--- config.mk ---
export PLATFORM = sky130hd
export DESIGN_NAME = vga_layer_compositor
export DESIGN_NICKNAME = d
export VERILOG_FILES = /design/src/rtl/vga_layer_compositor.sv
export SDC_FILE = /design/constraint.sdc
export NUM_CORES = 1
export LEC_CHECK = 0
export BUFFER_PORTS_ARGS = -buffer_cell sky130_fd_sc_hd__buf_2
export CAP_MARGIN = 20
export CORE_MARGIN = 4
export CORE_UTILIZATION = 30
export CTS_CLUSTER_SIZE = 16
export DETAILED_ROUTE_END_ITERATION = 10
export MAX_ROUTING_LAYER = met4
export PLACE_DENSITY_LB_ADDON = 0.25
export SLEW_MARGIN = 20
export SYNTH_ARGS = -nofsm -noshare
export SYNTH_HDL_FRONTEND = slang
export SYNTH_SLANG_ARGS = --single-unit
--- constraint.sdc ---
create_clock -name vga_clk_i -period 2.2 [get_ports vga_clk_i]
set_input_delay 0.44 -clock vga_clk_i [delete_from_list [all_inputs] [get_ports vga_clk_i]]
set_output_delay 0.44 -clock vga_clk_i [all_outputs]
set_load 0.02 [all_outputs]
--- src/rtl/vga_layer_compositor.sv ---
// vga_layer_compositor: background/test-pattern generator plus priority overlay mux
// feeding the RGB pins through a fixed 2-stage pipeline. Mode, layer enables and blink
// enables only change at pixel (0,0) so a frame is never torn.
module vga_layer_compositor #(
    parameter logic [9:0]  H_DISP       = 10'd640,
    parameter logic [9:0]  V_DISP       = 10'd480,
    parameter int unsigned NUM_LAYERS   = 2,
    parameter int unsigned BLINK_FRAMES = 30
) (
    input  logic                       vga_clk_i,
    input  logic                       sys_rst_n_i,
    input  logic [9:0]                 pixel_xpos_i,
    input  logic [9:0]                 pixel_ypos_i,
    input  logic [1:0]                 mode_sel_i,
    input  logic [NUM_LAYERS-1:0]      layer_en_i,
    input  logic [NUM_LAYERS-1:0]      blink_en_i,
    input  logic [24*NUM_LAYERS-1:0]   layer_data_i,
    input  logic [NUM_LAYERS-1:0]      layer_valid_i,
    output logic [23:0]                pixel_data_o,
    output logic                       frame_start_o
);

    localparam int unsigned    CntW   = (BLINK_FRAMES > 1) ? $clog2(BLINK_FRAMES) : 1;
    localparam logic [CntW-1:0] CntMax = CntW'(BLINK_FRAMES - 1);
    localparam logic [9:0]     BarW   = H_DISP / 10'd8;

    // Frame-synchronous configuration and blink state
    logic                  fb;
    logic [1:0]            mode_q, mode_d;
    logic [NUM_LAYERS-1:0] layer_en_q, layer_en_d;
    logic [NUM_LAYERS-1:0] blink_en_q, blink_en_d;
    logic [CntW-1:0]       frame_cnt_q, frame_cnt_d;
    logic                  blink_phase_q, blink_phase_d;

    // Stage 1
    logic [2:0]               bar_idx;
    logic [23:0]              bar_col;
    logic [23:0]              bg_d, bg_q;
    logic [NUM_LAYERS-1:0]    vis_d, vis_q;
    logic [24*NUM_LAYERS-1:0] ldata_q;
    logic                     in_disp_d, in_disp_q;
    logic                     fs_q;

    // Stage 2
    logic [23:0] pix_d;

    // Next-state of the config registers; the _d values double as the bypass at (0,0)
    always_comb begin
        fb            = (pixel_xpos_i == 10'd0) && (pixel_ypos_i == 10'd0);
        mode_d        = mode_q;
        layer_en_d    = layer_en_q;
        blink_en_d    = blink_en_q;
        frame_cnt_d   = frame_cnt_q;
        blink_phase_d = blink_phase_q;
        if (fb) begin
            mode_d     = mode_sel_i;
            layer_en_d = layer_en_i;
            blink_en_d = blink_en_i;
            if (frame_cnt_q == CntMax) begin
                frame_cnt_d   = '0;
                blink_phase_d = ~blink_phase_q;
            end else begin
                frame_cnt_d = frame_cnt_q + CntW'(1);
            end
        end
    end

    // Config and blink registers
    always_ff @(posedge vga_clk_i) begin
        if (!sys_rst_n_i) begin
            mode_q        <= 2'd0;
            layer_en_q    <= '0;
            blink_en_q    <= '0;
            frame_cnt_q   <= '0;
            blink_phase_q <= 1'b0;
        end else begin
            mode_q        <= mode_d;
            layer_en_q    <= layer_en_d;
            blink_en_q    <= blink_en_d;
            frame_cnt_q   <= frame_cnt_d;
            blink_phase_q <= blink_phase_d;
        end
    end

    // Background colour, display window and per-layer visibility for this pixel
    always_comb begin
        bar_idx = 3'd0;
        for (int k = 1; k < 8; k++) begin
            if (pixel_xpos_i >= 10'(k) * BarW) begin
                bar_idx = 3'(k);
            end
        end
        unique case (bar_idx)
            3'd0:    bar_col = 24'hFFFFFF;
            3'd1:    bar_col = 24'hFFFF00;
            3'd2:    bar_col = 24'h00FFFF;
            3'd3:    bar_col = 24'h00FF00;
            3'd4:    bar_col = 24'hFF00FF;
            3'd5:    bar_col = 24'hFF0000;
            3'd6:    bar_col = 24'h0000FF;
            default: bar_col = 24'h000000;
        endcase
        unique case (mode_d)
            2'd0:    bg_d = 24'h000000;
            2'd1:    bg_d = 24'hFFFFFF;
            2'd2:    bg_d = bar_col;
            default: bg_d = (pixel_xpos_i[5] ^ pixel_ypos_i[5]) ? 24'hFFFFFF : 24'h000000;
        endcase
        in_disp_d = (pixel_xpos_i < H_DISP) && (pixel_ypos_i < V_DISP);
        vis_d     = layer_en_d & layer_valid_i & ~(blink_en_d & {NUM_LAYERS{blink_phase_d}});
    end

    // Stage 1 registers
    always_ff @(posedge vga_clk_i) begin
        if (!sys_rst_n_i) begin
            bg_q      <= 24'h000000;
            ldata_q   <= '0;
            vis_q     <= '0;
            in_disp_q <= 1'b0;
            fs_q      <= 1'b0;
        end else begin
            bg_q      <= bg_d;
            ldata_q   <= layer_data_i;
            vis_q     <= vis_d;
            in_disp_q <= in_disp_d;
            fs_q      <= fb;
        end
    end

    // Priority select: later (higher-index) visible layers override earlier ones
    always_comb begin
        pix_d = bg_q;
        for (int i = 0; i < int'(NUM_LAYERS); i++) begin
            if (vis_q[i]) begin
                pix_d = ldata_q[24*i +: 24];
            end
        end
        if (!in_disp_q) begin
            pix_d = 24'h000000;
        end
    end

    // Stage 2 output registers
    always_ff @(posedge vga_clk_i) begin
        if (!sys_rst_n_i) begin
            pixel_data_o  <= 24'h000000;
            frame_start_o <= 1'b0;
        end else begin
            pixel_data_o  <= pix_d;
            frame_start_o <= fs_q;
        end
    end

endmodule

### Word level (Yosys, flattened, before mapping)

Index checks and enable logic that the tools add are counted.

| storage, ports and cells | value |
|---|---|
| word-level logic and storage cells | 62 |
| bits in read-only memories | 0 |
| memories | 0 |
| output and inout port bits | 25 |
| register bits after elaboration | 113 |
| bits in latches | 0 |
| RAM bits | 0 |
| bits of input ports | 78 |

| operators by class | value |
|---|---|
| muxes and demuxes | 18 |
| div/mod/pow operators | 0 |
| multiply operators | 0 |
| reduce and logical (&&, ||, !) cells | 7 |
| equal/unequal tests | 9 |
| $add $sub $neg | 1 |
| bitwise operators | 6 |
| shift operators | 0 |
| magnitude comparators | 9 |

Operators with widths:

| kind | count |
|---|---|
| $pmux W24 S7 | 1 |
| $mux W24 | 3 |
| $pmux W24 S3 | 1 |
| $ge A10 B9 Y1 const B | 3 |
| $ge A10 B8 Y1 const B | 2 |
| $logic_not A10 Y1 | 2 |
| $mux W3 | 6 |
| $ge A10 B10 Y1 const B | 1 |
| $ge A10 B7 Y1 const B | 1 |
| $lt A10 B10 Y1 const B | 1 |
| $lt A10 B9 Y1 const B | 1 |
| $eq A3 B3 Y1 const B | 3 |
| $and A2 B2 Y2 | 3 |
| $eq A3 B2 Y1 const B | 2 |
| $mux W2 | 3 |
| $add A5 B1 Y5 const B | 1 |
| $eq A5 B5 Y1 const B | 1 |
| $mux W5 | 1 |
| $eq A3 B1 Y1 const B | 1 |
| $logic_not A3 Y1 | 1 |
| $mux W1 | 3 |
| $eq A2 B1 Y1 const B | 1 |
| $eq A2 B2 Y1 const B | 1 |
| $logic_and A1 B1 Y1 | 2 |
| 5 further kinds | 5 |

### Longest topological paths before layout

Gate-level depths: netlist of the first run.

| depth | value |
|---|---|
| depth in word-level cells | 11 |
| gate-level depth with buffers | 8 |
| gate-level depth less buffers | 7 |

### Least setup slack after synthesis of the first run

OpenSTA, ideal clock, no wires.

| path | value |
|---|---|
| path kind | input-to-reg |
| from | input port pixel_xpos_i[7] |
| to | register frame_cnt_q[1] |
| data required time | 2.130 ns |
| slack | 0.394 ns |
| setup time | 0.070 ns |
| arrival | 1.736 ns |
| cell stages on the path | 7 |
| path through | buf_6 -> nor3_2 -> nand4_2 -> or2_1 -> buf_6 -> or3_1 -> a21boi_1 |

| on the way | value |
|---|---|
| word-level cells in the longest chain between the ends | 2 |

Ends and longest elaborated chain:

| what | line | source |
|---|---|---|
| start, declared | 12 | `input logic [9:0] pixel_xpos_i,` |
| $logic_not A10 Y1 | 49 | `fb = (pixel_xpos_i == 10'd0) && (pixel_ypos_i == 10'd0);` |
| $logic_and A1 B1 Y1 | 49 |  |
| end signal, assigned | 80 | `frame_cnt_q <= frame_cnt_d;` |
| end, declared | 32 | `logic [CntW-1:0] frame_cnt_q, frame_cnt_d;` |

Every way passes these cells.
A chain may end at the register's enable or synchronous reset.

### Worst setup path after layout of the first run

| path | value |
|---|---|
| from | input port pixel_xpos_i[9] |
| to | register frame_cnt_q[1] |

Same word-level chain as after synthesis.

==> results_dict.tcl, run 1 <==
set metrics [dict create \
    drtIter0Drc 103 \
    cts_tree "built" \
    worst_slew_pin_slew_ns 0.667 \
    mostFrequentLayoutCells "buf_2, dfxtp_1, nor2_1" \
    synth.distinct_cells 42 \
    reg2reg_slack_ns 0.58 \
    grt_setup_unrepaired "false" \
    power_mw 2.97 \
    drive_gt1_frac 0.279 \
    ctsRootBufferMaster "clkbuf_8" \
    fin_setup_tns_ns 0 \
    final_cells 603 \
    fp.coreArea_um2 10800 \
    synth_compound_area_frac 0.131 \
    gp_congestion 0.759 \
    max-slew-margin-rel 0.555 \
    async_flop_share 0 \
    ys.flop_type "dfxtp_1" \
    crit_path_end_kind "flip-flop" \
    post_cts_resized 0 \
    numCtsBuffers 9 \
    max-cap-violations 0 \
    dp_cells 587 \
    preCtsSetupSlack_ns 0.0977 \
    clk_latency_ns 0.35 \
    start_kind "input pin" \
    antenna_found_initial 1 \
    worst_clock_skew_ns 0.00668 \
    crit_type "in -> reg" \
    grt_first_pass_wirelength_um 12500 \
    final_common_cell "buf_2" \
    io_pins 103 \
    finalSetupViolations 0 \
    muxShareOfSynthArea 0.0180 \
    ys_warn_count 0 \
    area_growth_pct 24.9 \
    final_util 0.385 \
    hold_viol 0 \
    viasPerCell 4.40 \
    start_util 0.308 \
    finalCriticalPeriod_ns 1.73 \
    synthAdderAreaFrac 0.0105 \
    setup_ws_ns 0.470 \
    critical_path.cell_chain "buf_2 -> nor4_2 -> nand4_2 -> or2_1 -> or3_1 -> a21boi_1" \
    drt-total-wl_um 7520 \
    drtAntennaViolNets 0 \
    fin_area_um2 4170 \
    clock_path_buffers 2 \
    status "complete, no violations" \
    cts.sinks 92 \
    first_pass_iters 4 \
    p_leak_nw 1.84 \
    cts_htree_levels 3 \
    layout.nets 538 \
    critPathTopFamily "simple AND/OR/NAND/NOR gates" \
    slowest_delay_ns 0.44 \
    ys_ff_latch 92 \
    die_x_um 113 \
    synth_edf_count 0 \
    required_ns 2.49 \
    yosysSeqAreaShare 0.552 \
    pwr_density_cell_nw_per_um2 711 \
    die_h_um 113 \
    grt_pass1_vias 2549 \
    synth_top_family_by_area "simple AND/OR/NAND/NOR gates" \
    clkTransAtPathRegs_ns 0.08 \
    netlist_area_um2 3340 \
    synthCells 362 \
    rows 38 \
    cp.arrival_ns 2.02 \
    fmax_mhz 578 \
    ir_drop_v 0.000302 \
    syn_avg_cell_area_um2 9.22 \
    slew_violations 0 \
    post_cts_buffers 0 \
    path_buf_inv 1 \
    fin_crit_sh 0.786 \
    hold_class "in -> reg" \
    critPathMaxFanout 13 \
    dpl_cell_area_um2 3980 \
    slowest_stage "or2_1" \
    io_buffers 102 \
    yosys.area_share.simple 0.243 \
    grt_overflow 0 \
    mappedNetlistNets 442 \
    post-dp-hpwl_um 5490 \
    die_area_um2 12900 \
    via_count 2656 \
    drc_errors 0 \
    grt_usage 0.125 \
    wl_per_cell_um 12.5 \
    whs_ns 0.297 \
    grt_max_degree 47 \
    cts_hold_buf 0 \
    synth-xor-area-share 0.00787 \
]
## routing by layer
| metal | up-vias | global-route usage | wire [µm] |
|---|---|---|---|
| li1 | 1391 | - | - |
| met1 | 1172 | 0.160 | 3580 |
| met2 | 83 | 0.185 | 3270 |
| met3 | 10 | 0.0408 | 547 |
| met4 | 0 | 0.0457 | 115 |
| met5 | - | - | 0 |
## power by group
group / switching (mW) / internal (mW)
combinational: 0.0733 / 0.0880
clock: 0.531 / 0.551
sequential: 0.0119 / 1.71
total: 0.616 / 2.35
## Yosys cell counts (2+ instances only)
library cell,number,area (µm²)
nand2_1,19,71.3
and2_1,51,319
xor2_1,2,17.5
a21boi_0,5,37.5
ha_1,2,25.0
inv_1,5,18.8
nand3_1,2,10.0
nor3_1,2,10.0
a21boi_1,2,15.0
buf_6,2,22.5
nor2b_1,7,43.8
and4bb_2,2,25.0
or3_1,2,12.5
clkbuf_1,20,75.1
nand4_1,2,12.5
nor2_1,55,206
dfxtp_1,92,1840
o2bb2ai_1,3,26.3
a311oi_1,2,17.5
nor4_2,2,25.0
mux2i_1,6,60.1
a21oi_1,49,245
o21ai_0,9,45.0
## state kept, by name, indices dropped and copies added, names as in the netlist, 2 cells and up
register and count:
layer_en_q 2, ldata_q 48, pixel_data_o 24, vis_q 2
blink_en_q 2, bg_q 3, frame_cnt_q 5, mode_q 2
## layout make-up
class / instances / area (µm²)
flip-flops and latches: 92 / 1840
inverters: 5 / 18.8
clock buffers: 13 / 149
well taps: 140 / 175
fillers: 1127 / 6670
multi-input cells: 241 / 1370
clock inverters: 2 / 35.0
repair buffers: 109 / 576
diodes: 1 / 2.50
## cell families after synthesis
group           Yosys count
buf+inv                  29
fa+ha+maj                 3
flops                    92
compound gates           76
mux                       6
xor+xnor                  3
simple gates            153
## worst paths after layout
kind                                                   from                     endpoint  cells past startpoint
worst max-delay path                        pixel_xpos_i[9]  frame_cnt_q[1]$_SDFFE_PN0P_                      6
worst min-delay path                       layer_data_i[29]       ldata_q[29]$_SDFF_PN0_                      2
worst max register to register  frame_cnt_q[0]$_SDFFE_PN0P_          vis_q[1]$_SDFF_PN0_                      6
worst min register to register              fs_q$_SDFF_PN0_     frame_start_o$_SDFF_PN0_                      1
Power figures use the tool's default switching activity.
==> inputs of run 2 (changes only) <==
==> constraint.sdc (replaced) <==
create_clock -name vga_clk_i -period 1.8 [get_ports vga_clk_i]
set_input_delay 0.36 -clock vga_clk_i [delete_from_list [all_inputs] [get_ports vga_clk_i]]
set_output_delay 0.36 -clock vga_clk_i [all_outputs]
set_load 0.02 [all_outputs]
==> results_dict.tcl, run 2 (synthesis results as in run 1) <==
set metrics [dict create \
    status "complete, no violations" \
    fmax_mhz 643 \
    n_fill_cell 1123 \
    cts_tree "built" \
    drtIter0Drc 110 \
    max-slew-margin-rel 0.572 \
    wl_per_cell_um 12.7 \
    cts_hold_buf 0 \
    start_util 0.308 \
    ctsRootBufferMaster "clkbuf_8" \
    slew_violations 0 \
    gp_congestion 0.730 \
    max-cap-violations 0 \
    r2r-start "frame_cnt_q[0]$_SDFFE_PN0P_" \
    slowest_stage "or2_1" \
    finalCriticalPeriod_ns 1.55 \
    critPathTopFamily "simple AND/OR/NAND/NOR gates" \
    crit_type "in -> reg" \
    via_count 2723 \
    drc_errors 0 \
    reg2reg_slack_ns 0.26 \
    worst_clock_skew_ns 0.00930 \
    grt_pass1_vias 2619 \
    critical_path.cell_chain "buf_2 -> nor4_2 -> nand4_2 -> or2_1 -> or3_1 -> a21boi_1" \
    drt-total-wl_um 7790 \
    regMostFlops "ldata_q" \
    post-dp-hpwl_um 5730 \
    post_cts_resized 0 \
    diodes 0 \
    p_leak_nw 1.89 \
    path_buf_inv 1 \
    worst_slew_pin_slew_ns 0.640 \
    final_common_cell "buf_2" \
    drive_gt1_frac 0.301 \
    required_ns 2.09 \
    top_regs "ldata_q: 48 flops, pixel_data_o: 24 flops, frame_cnt_q: 5 flops" \
    die_area_um2 12900 \
    crit_start "pixel_xpos_i[1]" \
    clkTransAtPathRegs_ns 0.08 \
    cp.depth 6 \
    io_pins 103 \
    fin_crit_sh 0.864 \
    die_h_um 113 \
    hold_viol 0 \
    crit_end "frame_cnt_q[1]$_SDFFE_PN0P_" \
    fp.coreArea_um2 10800 \
    cp.arrival_ns 1.85 \
    fin_setup_tns_ns 0 \
    clock_path_buffers 2 \
    rows 38 \
    first_pass_iters 4 \
    slowest_delay_ns 0.39 \
    crit_path_end_kind "flip-flop" \
    grt_max_degree 49 \
    grt_first_pass_wirelength_um 12300 \
    area_growth_pct 27.8 \
    io_buffers 102 \
    pwr_density_cell_nw_per_um2 874 \
    cts.sinks 92 \
    post_cts_buffers 0 \
    finalSetupViolations 0 \
    hold_class "in -> reg" \
    die_x_um 113 \
    numCtsBuffers 9 \
    power_mw 3.73 \
    antenna_found_initial 0 \
    critPathMaxFanout 9 \
    layout.nets 550 \
    cts_htree_levels 3 \
    r2r_end "vis_q[0]$_SDFF_PN0_" \
    ir_drop_v 0.000398 \
    grt_overflow 0 \
    mostFrequentLayoutCells "buf_2, dfxtp_1, nor2_1" \
    grt_usage 0.124 \
    grt_setup_unrepaired "false" \
    viasPerCell 4.43 \
    drtAntennaViolNets 0 \
    clk_latency_ns 0.36 \
    largest_register_ffs 48 \
    reg2reg_depth 6 \
    start_kind "input pin" \
]
[run 2: layout make-up]
class	instances	area [µm²]	area share
inverter	5	18.8	0.00440
clock inverter	3	45.0	0.0106
clock buffer	13	159	0.0373
tap	140	175	0.0411
multi-input combinational	241	1370	0.321
sequential	92	1840	0.432
timing repair buffer	121	653	0.153
[run 2: layer usage]
layer	up-vias	GRT usage	routed length, µm
li1	1413	-	-
met1	1224	0.158	3750
met2	76	0.190	3440
met3	10	0.0324	480
met4	0	0.0481	118
met5	-	-	0
[run 2: through the flow]
stage | instances | util | cell area [µm²] | setup slack, ns | hold slack [ns]
final | 615 | 0.393 | 4260 | 0.245 | 0.204
after global routing | 615 | 0.393 | 4260 | 0.0982 | 0.195
after CTS | 615 | 0.393 | 4260 | 0.232 | 0.184
after detailed placement | 599 | 0.375 | 4060 | -0.151 | 0.421
after global placement | 599 | 0.375 | 4060 | -0.0863 | 0.422
after floorplan | 362 | - | 3340 | 0.0740 | 0.412
[run 2: how the worst min path moves through the flow]
stage                     start                       end  slack, ns  cells after the start
2_1_floorplan   fs_q$_SDFF_PN0_  frame_start_o$_SDFF_PN0_       0.41                      1
4_1_cts        layer_data_i[41]    ldata_q[41]$_SDFF_PN0_       0.18                      2
6_report       layer_data_i[43]    ldata_q[43]$_SDFF_PN0_       0.20                      2
3_3_place_gp    fs_q$_SDFF_PN0_  frame_start_o$_SDFF_PN0_       0.42                      1
5_1_grt        layer_data_i[18]    ldata_q[18]$_SDFF_PN0_       0.19                      2
3_5_place_dp    fs_q$_SDFF_PN0_  frame_start_o$_SDFF_PN0_       0.42                      1
[run 2: report_power, final]
group / internal [mW] / leakage (nW) / switching [mW]
sequential: 2.09 / 0.755 / 0.0148
combinational: 0.115 / 1.04 / 0.0924
clock: 0.719 / 0.0959 / 0.694
==> inputs of run 3 (changes only) <==
--- a/config.mk
+++ b/config.mk
@@ -9,6 +9,7 @@
 export CAP_MARGIN = 20
 export CORE_MARGIN = 4
 export CORE_UTILIZATION = 30
+export CTS_BUF_LIST = sky130_fd_sc_hd__clkbuf_16
 export CTS_CLUSTER_SIZE = 16
 export DETAILED_ROUTE_END_ITERATION = 10
 export MAX_ROUTING_LAYER = met4
==> results_dict.tcl, run 3 (synthesis results as in run 1) <==
set metrics [dict create \
    first_pass_iters 4 \
    cts_hold_buf 0 \
    via_count 2721 \
    critical_path.cell_chain "buf_2 -> nor4_2 -> nand4_2 -> or2_1 -> or3_1 -> a21boi_1" \
    reg2reg_depth 6 \
    viasPerCell 4.42 \
    regMostFlops "ldata_q" \
    gp_congestion 0.730 \
    cts_tree "built" \
    r2r-start "frame_cnt_q[0]$_SDFFE_PN0P_" \
    finalSetupViolations 0 \
    grt_pass1_vias 2634 \
    post-dp-hpwl_um 5730 \
    required_ns 2.06 \
    fin_crit_sh 0.880 \
    reg2reg_slack_ns 0.26 \
    worst_slew_pin_slew_ns 0.654 \
    drc_errors 0 \
    status "complete, no violations" \
    crit_type "in -> reg" \
    mostFrequentLayoutCells "buf_2, dfxtp_1, nor2_1" \
    post_cts_resized 0 \
    final_common_cell "buf_2" \
    preCtsSetupSlack_ns -0.151 \
    max-slew-margin-rel 0.563 \
    io_buffers 102 \
    fp.coreArea_um2 10800 \
    io_pins 103 \
    rows 38 \
    slowest_stage "or2_1" \
    path_buf_inv 1 \
    post_cts_buffers 0 \
    cp.depth 6 \
    crit_path_end_kind "flip-flop" \
    hold_depth 2 \
    die_x_um 113 \
    hold_viol 0 \
    grt_setup_unrepaired "false" \
    final_util 0.401 \
    start_util 0.308 \
    use_met3 0.0371 \
    die_h_um 113 \
    setup_ws_ns 0.215 \
    layout.nets 550 \
    clk_latency_ns 0.33 \
    slew_violations 0 \
    busiest_layer "met2" \
    grt_usage 0.124 \
    p_leak_nw 1.93 \
    power_mw 4.11 \
    clkTransAtPathRegs_ns 0.06 \
    ctsRootBufferMaster "clkbuf_16" \
    cp.arrival_ns 1.85 \
    drive_gt1_frac 0.297 \
    area_growth_pct 30.2 \
    drtIter0Drc 131 \
    slowest_delay_ns 0.39 \
    top_regs "ldata_q: 48 flops, pixel_data_o: 24 flops, frame_cnt_q: 5 flops" \
    grt_first_pass_wirelength_um 12300 \
    crit_start "pixel_xpos_i[1]" \
    max-cap-violations 0 \
    pwr_density_cell_nw_per_um2 945 \
    final_cells 615 \
    die_area_um2 12900 \
    start_kind "input pin" \
    numCtsBuffers 9 \
    dp_cells 599 \
    min_from "layer_data_i[43]" \
    finalCriticalPeriod_ns 1.58 \
    diodes 0 \
    fmax_mhz 631 \
    critPathMaxFanout 9 \
    drtAntennaViolNets 0 \
    cts.sinks 92 \
    grt_overflow 0 \
    critPathTopFamily "simple AND/OR/NAND/NOR gates" \
    drt-total-wl_um 7730 \
    wl_per_cell_um 12.6 \
    worst_clock_skew_ns 0.00351 \
    antenna_found_initial 0 \
    cts_htree_levels 3 \
    ir_drop_v 0.000534 \
    clock_path_buffers 2 \
    largest_register_ffs 48 \
    grt_max_degree 49 \
    grt.met1_usage 0.158 \
    use_met2 0.191 \
    hold_class "in -> reg" \
]
==> run 3: worst paths after layout <==
kind,to
min reg2reg,frame_start_o$_SDFF_PN0_
min,ldata_q[43]$_SDFF_PN0_
max reg2reg,vis_q[0]$_SDFF_PN0_
max,frame_cnt_q[1]$_SDFFE_PN0P_
==> run 3: routing by layer <==
| layer | wire, µm | vias to the layer above |
|---|---|---|
| met4 | 74 | 0 |
| met3 | 505 | 7 |
| met2 | 3460 | 80 |
| met5 | 0 | - |
| met1 | 3680 | 1217 |
| li1 | - | 1417 |
==> run 3: cell type report <==
type,count,area (µm²)
multi-input combinational,241,1370
clock inverter,7,60.1
sequential,92,1840
fill,1117,6490
tap,140,175
inverter,5,18.8
timing repair buffer,121,653
clock buffer,9,225
==> run 3: worst register-to-register path, stage by stage, from the launching register on <==
cell and delay (ns):
dfxtp_1 0.40, ha_1 0.23, nand4_1 0.15, xnor2_1 0.21
nand2_1 0.08, mux2i_1 0.12, and4bb_2 0.24
==> run 3: per-stage QoR <==
| step | cell area [µm²] | TNS [ns] | hold WS [ns] |
|---|---|---|---|
| floorplan | 3340 | 0 | 0.412 |
| global placement | 4060 | -0.455 | 0.422 |
| detailed placement | 4060 | -1.08 | 0.421 |
| CTS | 4350 | 0 | 0.222 |
| global route | 4350 | 0 | 0.228 |
| finish | 4350 | 0 | 0.233 |
==> run 3: report_power, final <==
group,internal [mW],switching (mW),total [mW]
registers,2.09,0.0148,2.11
logic,0.115,0.0921,0.207
clock network,1.06,0.735,1.79
total,3.26,0.841,4.11
